--- src/rtl/l2_cache_meta_walker_pkg.sv ---
// Shared L2 geometry and metadata types used by the L2 metadata walker.
package l2_cache_meta_walker_pkg;

  localparam int L2_WAYS         = 4;
  localparam int L2_SETS         = 256;
  localparam int L2_SET_W        = $clog2(L2_SETS);
  localparam int L2_TAG_W        = 20;
  localparam int ERR_QUEUE_DEPTH = 4;

  typedef logic [L2_SET_W-1:0] l2_set_idx_t;
  typedef logic [L2_TAG_W-1:0] l2_tag_t;

endpackage

--- src/rtl/l2_cache_meta_walker_if.sv ---
// Request/grant, ECC-error and metadata write-port bundle of the L2 metadata walker.
interface l2_cache_meta_walker_if;
  import l2_cache_meta_walker_pkg::*;

  logic                 walk_start;
  logic                 walk_busy;
  logic                 walk_done;
  logic                 wk_request;
  logic                 wk_grant;
  logic                 hamming_error;
  l2_set_idx_t          hamming_set_idx;
  logic                 hamming_overflow;
  logic [L2_WAYS-1:0]   wk_update_tag_en;
  l2_set_idx_t          wk_update_tag_set;
  logic                 wk_update_tag_valid;
  l2_tag_t              wk_update_tag_value;
  logic [L2_WAYS-1:0]   wk_update_dirty_en;
  l2_set_idx_t          wk_update_dirty_set;
  logic                 wk_update_dirty_value;

  modport master (
    output walk_start, wk_grant, hamming_error, hamming_set_idx,
    input  walk_busy, walk_done, wk_request, hamming_overflow,
           wk_update_tag_en, wk_update_tag_set, wk_update_tag_valid, wk_update_tag_value,
           wk_update_dirty_en, wk_update_dirty_set, wk_update_dirty_value
  );

  modport slave (
    input  walk_start, wk_grant, hamming_error, hamming_set_idx,
    output walk_busy, walk_done, wk_request, hamming_overflow,
           wk_update_tag_en, wk_update_tag_set, wk_update_tag_valid, wk_update_tag_value,
           wk_update_dirty_en, wk_update_dirty_set, wk_update_dirty_value
  );

endinterface

--- src/rtl/l2_cache_meta_walker_err_fifo.sv ---
// l2_meta_err_fifo: small FIFO of ECC-error set indices; a push into a full queue
// is dropped and reported on o_drop unless a pop frees a slot in the same cycle.
module l2_meta_err_fifo #(
  parameter int WIDTH = 8,
  parameter int DEPTH = 4
) (
  input  logic             clk,
  input  logic             reset,
  input  logic             i_push,
  input  logic [WIDTH-1:0] i_data,
  input  logic             i_pop,
  output logic [WIDTH-1:0] o_data,
  output logic             o_empty,
  output logic             o_drop
);

  localparam int PTRW = (DEPTH > 1) ? $clog2(DEPTH) : 1;

  logic [WIDTH-1:0] r_mem [DEPTH];
  logic [PTRW-1:0]  r_wr_ptr;
  logic [PTRW-1:0]  r_rd_ptr;
  logic [PTRW:0]    r_count;
  logic             w_do_push;
  logic             w_do_pop;

  assign o_empty   = (r_count == '0);
  assign o_data    = r_mem[r_rd_ptr];
  assign w_do_pop  = i_pop & ~o_empty;
  assign w_do_push = i_push & ((r_count != (PTRW+1)'(DEPTH)) | w_do_pop);
  assign o_drop    = i_push & ~w_do_push;

  always_ff @(posedge clk) begin
    if (w_do_push) r_mem[r_wr_ptr] <= i_data;
  end

  always_ff @(posedge clk or negedge reset) begin
    if (!reset) begin
      r_wr_ptr <= '0;
      r_rd_ptr <= '0;
      r_count  <= '0;
    end else begin
      if (w_do_push) r_wr_ptr <= (r_wr_ptr == PTRW'(DEPTH-1)) ? '0 : r_wr_ptr + 1'b1;
      if (w_do_pop)  r_rd_ptr <= (r_rd_ptr == PTRW'(DEPTH-1)) ? '0 : r_rd_ptr + 1'b1;
      case ({w_do_push, w_do_pop})
        2'b10:   r_count <= r_count + 1'b1;
        2'b01:   r_count <= r_count - 1'b1;
        default: r_count <= r_count;
      endcase
    end
  end

endmodule

--- src/rtl/l2_cache_meta_walker.sv ---
// Walks every L2 set invalidating tag and dirty metadata; ECC-error set invalidation
// queue is built only when L2_META_WALKER_HAMMING_QUEUE_EN is defined.
module l2_cache_meta_walker
  import l2_cache_meta_walker_pkg::*;
(
  input logic                   clk,
  input logic                   reset,
  l2_cache_meta_walker_if.slave bus
);

  typedef enum logic [1:0] {IDLE, WALK, DONE} walk_state_t;

  walk_state_t r_state;
  l2_set_idx_t r_set_cnt;
  logic        w_q_valid;
  l2_set_idx_t w_q_head;
  logic        w_overflow;
  logic        w_request;
  logic        w_grant;
  logic        w_err_sel;
  logic        w_walk_sel;
  logic        w_walk_last;

`ifdef L2_META_WALKER_HAMMING_QUEUE_EN
  logic w_q_empty;
  logic w_q_drop;
  logic r_overflow;

  l2_meta_err_fifo #(
    .WIDTH (L2_SET_W),
    .DEPTH (ERR_QUEUE_DEPTH)
  ) u_err_fifo (
    .clk     (clk),
    .reset   (reset),
    .i_push  (bus.hamming_error),
    .i_data  (bus.hamming_set_idx),
    .i_pop   (w_err_sel),
    .o_data  (w_q_head),
    .o_empty (w_q_empty),
    .o_drop  (w_q_drop)
  );

  assign w_q_valid  = ~w_q_empty;
  assign w_overflow = r_overflow;

  always_ff @(posedge clk or negedge reset) begin
    if (!reset)        r_overflow <= 1'b0;
    else if (w_q_drop) r_overflow <= 1'b1;
  end
`else
  logic w_unused;

  assign w_unused   = ^{bus.hamming_error, bus.hamming_set_idx};
  assign w_q_valid  = 1'b0;
  assign w_q_head   = '0;
  assign w_overflow = 1'b0;
`endif

  // Queued error invalidates win the port over the sequential walk.
  assign w_request   = (r_state == WALK) | w_q_valid;
  assign w_grant     = bus.wk_grant & w_request;
  assign w_err_sel   = w_grant & w_q_valid;
  assign w_walk_sel  = w_grant & ~w_q_valid & (r_state == WALK);
  assign w_walk_last = (r_set_cnt == l2_set_idx_t'(L2_SETS-1));

  always_ff @(posedge clk or negedge reset) begin
    if (!reset) begin
      r_state   <= IDLE;
      r_set_cnt <= '0;
    end else begin
      case (r_state)
        IDLE: begin
          if (bus.walk_start) begin
            r_state   <= WALK;
            r_set_cnt <= '0;
          end
        end
        WALK: begin
          if (w_walk_sel) begin
            r_set_cnt <= r_set_cnt + 1'b1;
            if (w_walk_last) r_state <= DONE;
          end
        end
        DONE:    r_state <= IDLE;
        default: r_state <= IDLE;
      endcase
    end
  end

  assign bus.walk_busy             = (r_state == WALK);
  assign bus.walk_done             = (r_state == DONE);
  assign bus.wk_request            = w_request;
  assign bus.hamming_overflow      = w_overflow;
  assign bus.wk_update_tag_en      = {L2_WAYS{w_err_sel | w_walk_sel}};
  assign bus.wk_update_tag_set     = w_q_valid ? w_q_head : r_set_cnt;
  assign bus.wk_update_tag_valid   = 1'b0;
  assign bus.wk_update_tag_value   = '0;
  assign bus.wk_update_dirty_en    = {L2_WAYS{w_walk_sel}};
  assign bus.wk_update_dirty_set   = r_set_cnt;
  assign bus.wk_update_dirty_value = 1'b0;

endmodule

--- src/flat_wrapper.sv ---
// flat-port wrapper written by rule: the top's interface ports become plain ports
module l2_cache_meta_walker_flat import l2_cache_meta_walker_pkg::*;
  (clk, reset, bus_walk_start, bus_wk_grant, bus_hamming_error, bus_hamming_set_idx, bus_walk_busy, bus_walk_done, bus_wk_request, bus_hamming_overflow, bus_wk_update_tag_en, bus_wk_update_tag_set, bus_wk_update_tag_valid, bus_wk_update_tag_value, bus_wk_update_dirty_en, bus_wk_update_dirty_set, bus_wk_update_dirty_value);
  l2_cache_meta_walker_if bus_i ();
  input logic clk;
  input logic reset;
  input wire logic [$bits(bus_i.walk_start)-1:0] bus_walk_start;
  input wire logic [$bits(bus_i.wk_grant)-1:0] bus_wk_grant;
  input wire logic [$bits(bus_i.hamming_error)-1:0] bus_hamming_error;
  input wire logic [$bits(bus_i.hamming_set_idx)-1:0] bus_hamming_set_idx;
  output wire logic [$bits(bus_i.walk_busy)-1:0] bus_walk_busy;
  output wire logic [$bits(bus_i.walk_done)-1:0] bus_walk_done;
  output wire logic [$bits(bus_i.wk_request)-1:0] bus_wk_request;
  output wire logic [$bits(bus_i.hamming_overflow)-1:0] bus_hamming_overflow;
  output wire logic [$bits(bus_i.wk_update_tag_en)-1:0] bus_wk_update_tag_en;
  output wire logic [$bits(bus_i.wk_update_tag_set)-1:0] bus_wk_update_tag_set;
  output wire logic [$bits(bus_i.wk_update_tag_valid)-1:0] bus_wk_update_tag_valid;
  output wire logic [$bits(bus_i.wk_update_tag_value)-1:0] bus_wk_update_tag_value;
  output wire logic [$bits(bus_i.wk_update_dirty_en)-1:0] bus_wk_update_dirty_en;
  output wire logic [$bits(bus_i.wk_update_dirty_set)-1:0] bus_wk_update_dirty_set;
  output wire logic [$bits(bus_i.wk_update_dirty_value)-1:0] bus_wk_update_dirty_value;
  assign bus_i.walk_start = bus_walk_start;
  assign bus_i.wk_grant = bus_wk_grant;
  assign bus_i.hamming_error = bus_hamming_error;
  assign bus_i.hamming_set_idx = bus_hamming_set_idx;
  assign bus_walk_busy = bus_i.walk_busy;
  assign bus_walk_done = bus_i.walk_done;
  assign bus_wk_request = bus_i.wk_request;
  assign bus_hamming_overflow = bus_i.hamming_overflow;
  assign bus_wk_update_tag_en = bus_i.wk_update_tag_en;
  assign bus_wk_update_tag_set = bus_i.wk_update_tag_set;
  assign bus_wk_update_tag_valid = bus_i.wk_update_tag_valid;
  assign bus_wk_update_tag_value = bus_i.wk_update_tag_value;
  assign bus_wk_update_dirty_en = bus_i.wk_update_dirty_en;
  assign bus_wk_update_dirty_set = bus_i.wk_update_dirty_set;
  assign bus_wk_update_dirty_value = bus_i.wk_update_dirty_value;
  l2_cache_meta_walker u_core (.clk(clk), .reset(reset), .bus(bus_i));
endmodule
--- config.mk ---
export PLATFORM = sky130hd
export DESIGN_NAME = l2_cache_meta_walker_flat
export DESIGN_NICKNAME = d
export VERILOG_FILES = /design/src/rtl/l2_cache_meta_walker_pkg.sv /design/src/rtl/l2_cache_meta_walker_if.sv /design/src/rtl/l2_cache_meta_walker_err_fifo.sv /design/src/rtl/l2_cache_meta_walker.sv /design/src/flat_wrapper.sv
export SDC_FILE = /design/constraint.sdc
export NUM_CORES = 1
export LEC_CHECK = 0
export ABC_AREA = 1
export BUFFER_PORTS_ARGS = -buffer_cell sky130_fd_sc_hd__buf_2
export CORE_MARGIN = 2
export CORE_UTILIZATION = 41
export CTS_BUF_LIST = sky130_fd_sc_hd__clkbuf_2 sky130_fd_sc_hd__clkbuf_4 sky130_fd_sc_hd__clkbuf_8
export DETAILED_ROUTE_END_ITERATION = 7
export PLACE_DENSITY = 0.86
export SETUP_SLACK_MARGIN = 0.1
export SYNTH_ARGS = -nofsm -noshare
export SYNTH_HDL_FRONTEND = slang
export SYNTH_SLANG_ARGS = --single-unit
--- constraint.sdc ---
create_clock -name clk -period 1.6 [get_ports clk]
set_input_delay 0.16 -clock clk [delete_from_list [all_inputs] [get_ports clk]]
set_output_delay 0.16 -clock clk [all_outputs]
set_load 0.01 [all_outputs]
==> metrics.txt <==
outcome=completed; Synth Warn #=0; Initial Util=43.0%; synthesized area per cell=7.59 um2; internal power=0.000594 W; CP Capture Type=output port; fin crit share=85.2%; first-pass GRT wire length=roughly 2300 um; H-Tree Depth=1; Initial DRT Pass Iterations=5; most area-consuming cells after synthesis=buf_4, dfrtp_1, nand2_1; Max-Cap Viols=0; Crit. Startpoint=u_core.r_state[1]; Final Cell Area=873 um2; Total GRT Usage=between 10% and 20%; Leak=0.515 nW; Clk pwr share=22.9%; most common cell after layout, fill and taps aside=buf_2; post-route DRC violation count=0; vias in the first global route=546; antenna violations before repair=0; vias per inst=4.26; WL/cell=9.96 um; Metal-1 WL=587 um; part of the power in registers=39.3%; Final Util=45.0%; row count=16; Post-DRT Antenna Nets=0; WL met2=764 um; Via Count=665; cell area power density=1140 mW/mm2; final net count=144; largest net degree at the start of global routing=13; Initial DRC Count=4; crit path max fanout=5; clock sinks=10; share of layout cells above drive strength 1=between 30% and 40%; antenna cells=0; WS Path Type=flop to output port; Fin. Hold Viols=0; Hold Crit Class=input pin to flop; post-synth top area cell=buf_4; RD Place Congestion=0.842; Routed WL=1550 um; die extent in y=49.1 um; clk_lat worst skew=between 200 and 300 ps; IO Pins=63; Yosys reg bits=10; Layout fillers=212; most frequent cells in the layout=buf_2, conb_1, nand2_1; DP Wirelength=between 1000 and 1500 um; wire length on met3=180 um; crit path time final=approximately 1400 ps; CTS tree=built; Worst Hold Launch=bus_walk_start; setup TNS=0 ps; Area growth, synth to finish=4.65%; final slew viol count=0; Cell Area, Synth=835 um2; TritonCTS buffer count=3; Sw Ratio=40.5%; Critical Path RT=1440 ps; VDD IR max=0.533 mV; Core ar.=0.00194 mm2; Logic pwr share=37.8%; Port Buffers=30; CP Launch Type=flop; post-synth top area share=about 36%; Seq/Total Area, Yosys=around 30%; Final setup viols=0; CTS Buffer Depth=2; Clock Skew=7.11 ps; Clock Tree Root=clkbuf_4; width of the die=49.1 um; unrepaired setup endpoints after global routing=false; reg-to-reg startpoint=u_core.bus.wk_update_dirty_set[1]; crit path DAT=1200 ps; top sig layer=met4; unique cell type count in the Yosys netlist=17; cell area after placement=801 um2; Clock transition at path regs=60 ps; FMAX=733 MHz; GR Overflow Total=0; DIE AREA=~0.0024 mm2; sw power=0.000404 W; synthesized instance count=110
[final timing paths]
path	cells past startpoint	end	slack [ps]
min in group asynchronous	2	u_core.bus.wk_update_dirty_set[2]	270
max in group asynchronous	2	u_core.bus.wk_update_dirty_set[7]	1130
setup reg to reg	6	u_core.r_state[0]	250
hold reg to reg	2	u_core.bus.wk_update_dirty_set[7]	580
hold / removal	3	u_core.r_state[0]	190
setup / recovery	4	bus_wk_update_tag_en[1]	240
[metrics by stage]
step / cells / setup slack, ps / hold slack (ps) / power [W]
floorplan: 132 / 389 / -136 / 0.000731
global placement: 149 / 349 / 28.8 / 0.000741
detailed placement: 149 / 268 / 31.6 / 0.000759
CTS: 154 / 155 / 186 / 0.000990
global route: 156 / 121 / 197 / 0.00106
finish: 156 / 236 / 187 / 0.000998
[what timing repair did]
item,4_1_cts,5_1_grt
setup endpoints to repair,8,8
hold buffers,1,0
buffers inserted,0,1
gates resized for setup,1,2
endpoints found under the hold margin,10,0
gates cloned,0,1
[synth_stat cells, drive strengths merged]
cell,count
buf,40
nand3,7
conb,1
a21oi,3
inv,7
nand4,2
nor2,15
o21ai,2
ha,1
dfrtp,10
a22o,1
nand2,21
[logic make-up (layout without fill, tap and decap cells)]
group | count (synthesis) | after routing | share of synthesized area, %
buffers and inverters | 47 | 44 | 39.1
and+or+nand+nor | 45 | 45 | 24.9
DFF | 10 | 10 | 30.0
AOI/OAI and AO/OA | 6 | 6 | 4.05
adders and majority gates | 1 | 1 | 1.50
other | 1 | 23 | 0.449
[sequential cells by signal, indices dropped and copies added, names as in the netlist]
name                            flops
u_core.bus.wk_update_dirty_set      8
u_core.r_state                      2
[area by class of cell]
cell class                 count  area [um2]  area share, %
inverter                       7        30.0           3.44
sequential                    10         250           28.7
tap                           27        33.8           3.87
clock buffer                   4        36.3           4.15
timing repair buffer          32         168           19.2
timing repair inverter         1        7.51          0.860
multi-input combinational     75         348           39.8
[power groups by stage]
stage,clock network [W],logic [W],registers [W]
after floorplan,0,0.000323,0.000407
after global placement,0,0.000354,0.000387
after detailed placement,0,0.000363,0.000396
after CTS,0.000231,0.000369,0.000391
after global routing,0.000248,0.000411,0.000405
final,0.000228,0.000377,0.000392
[layer usage]
| metal | track usage (%) | vias to the layer above |
|---|---|---|
| li1 | - | 319 |
| met1 | 12.7 | 297 |
| met2 | 21.8 | 45 |
| met3 | 4.91 | 4 |
| met4 | 4.76 | 0 |
| met5 | 0 | - |
[critical path: stages (launching register included)]
cell	delay, ps
dfrtp_1	390
inv_1	130
nand3_4	150
clkinvlp_4	140
buf_2	130
No activity file was read; power rests on OpenSTA's default activity.
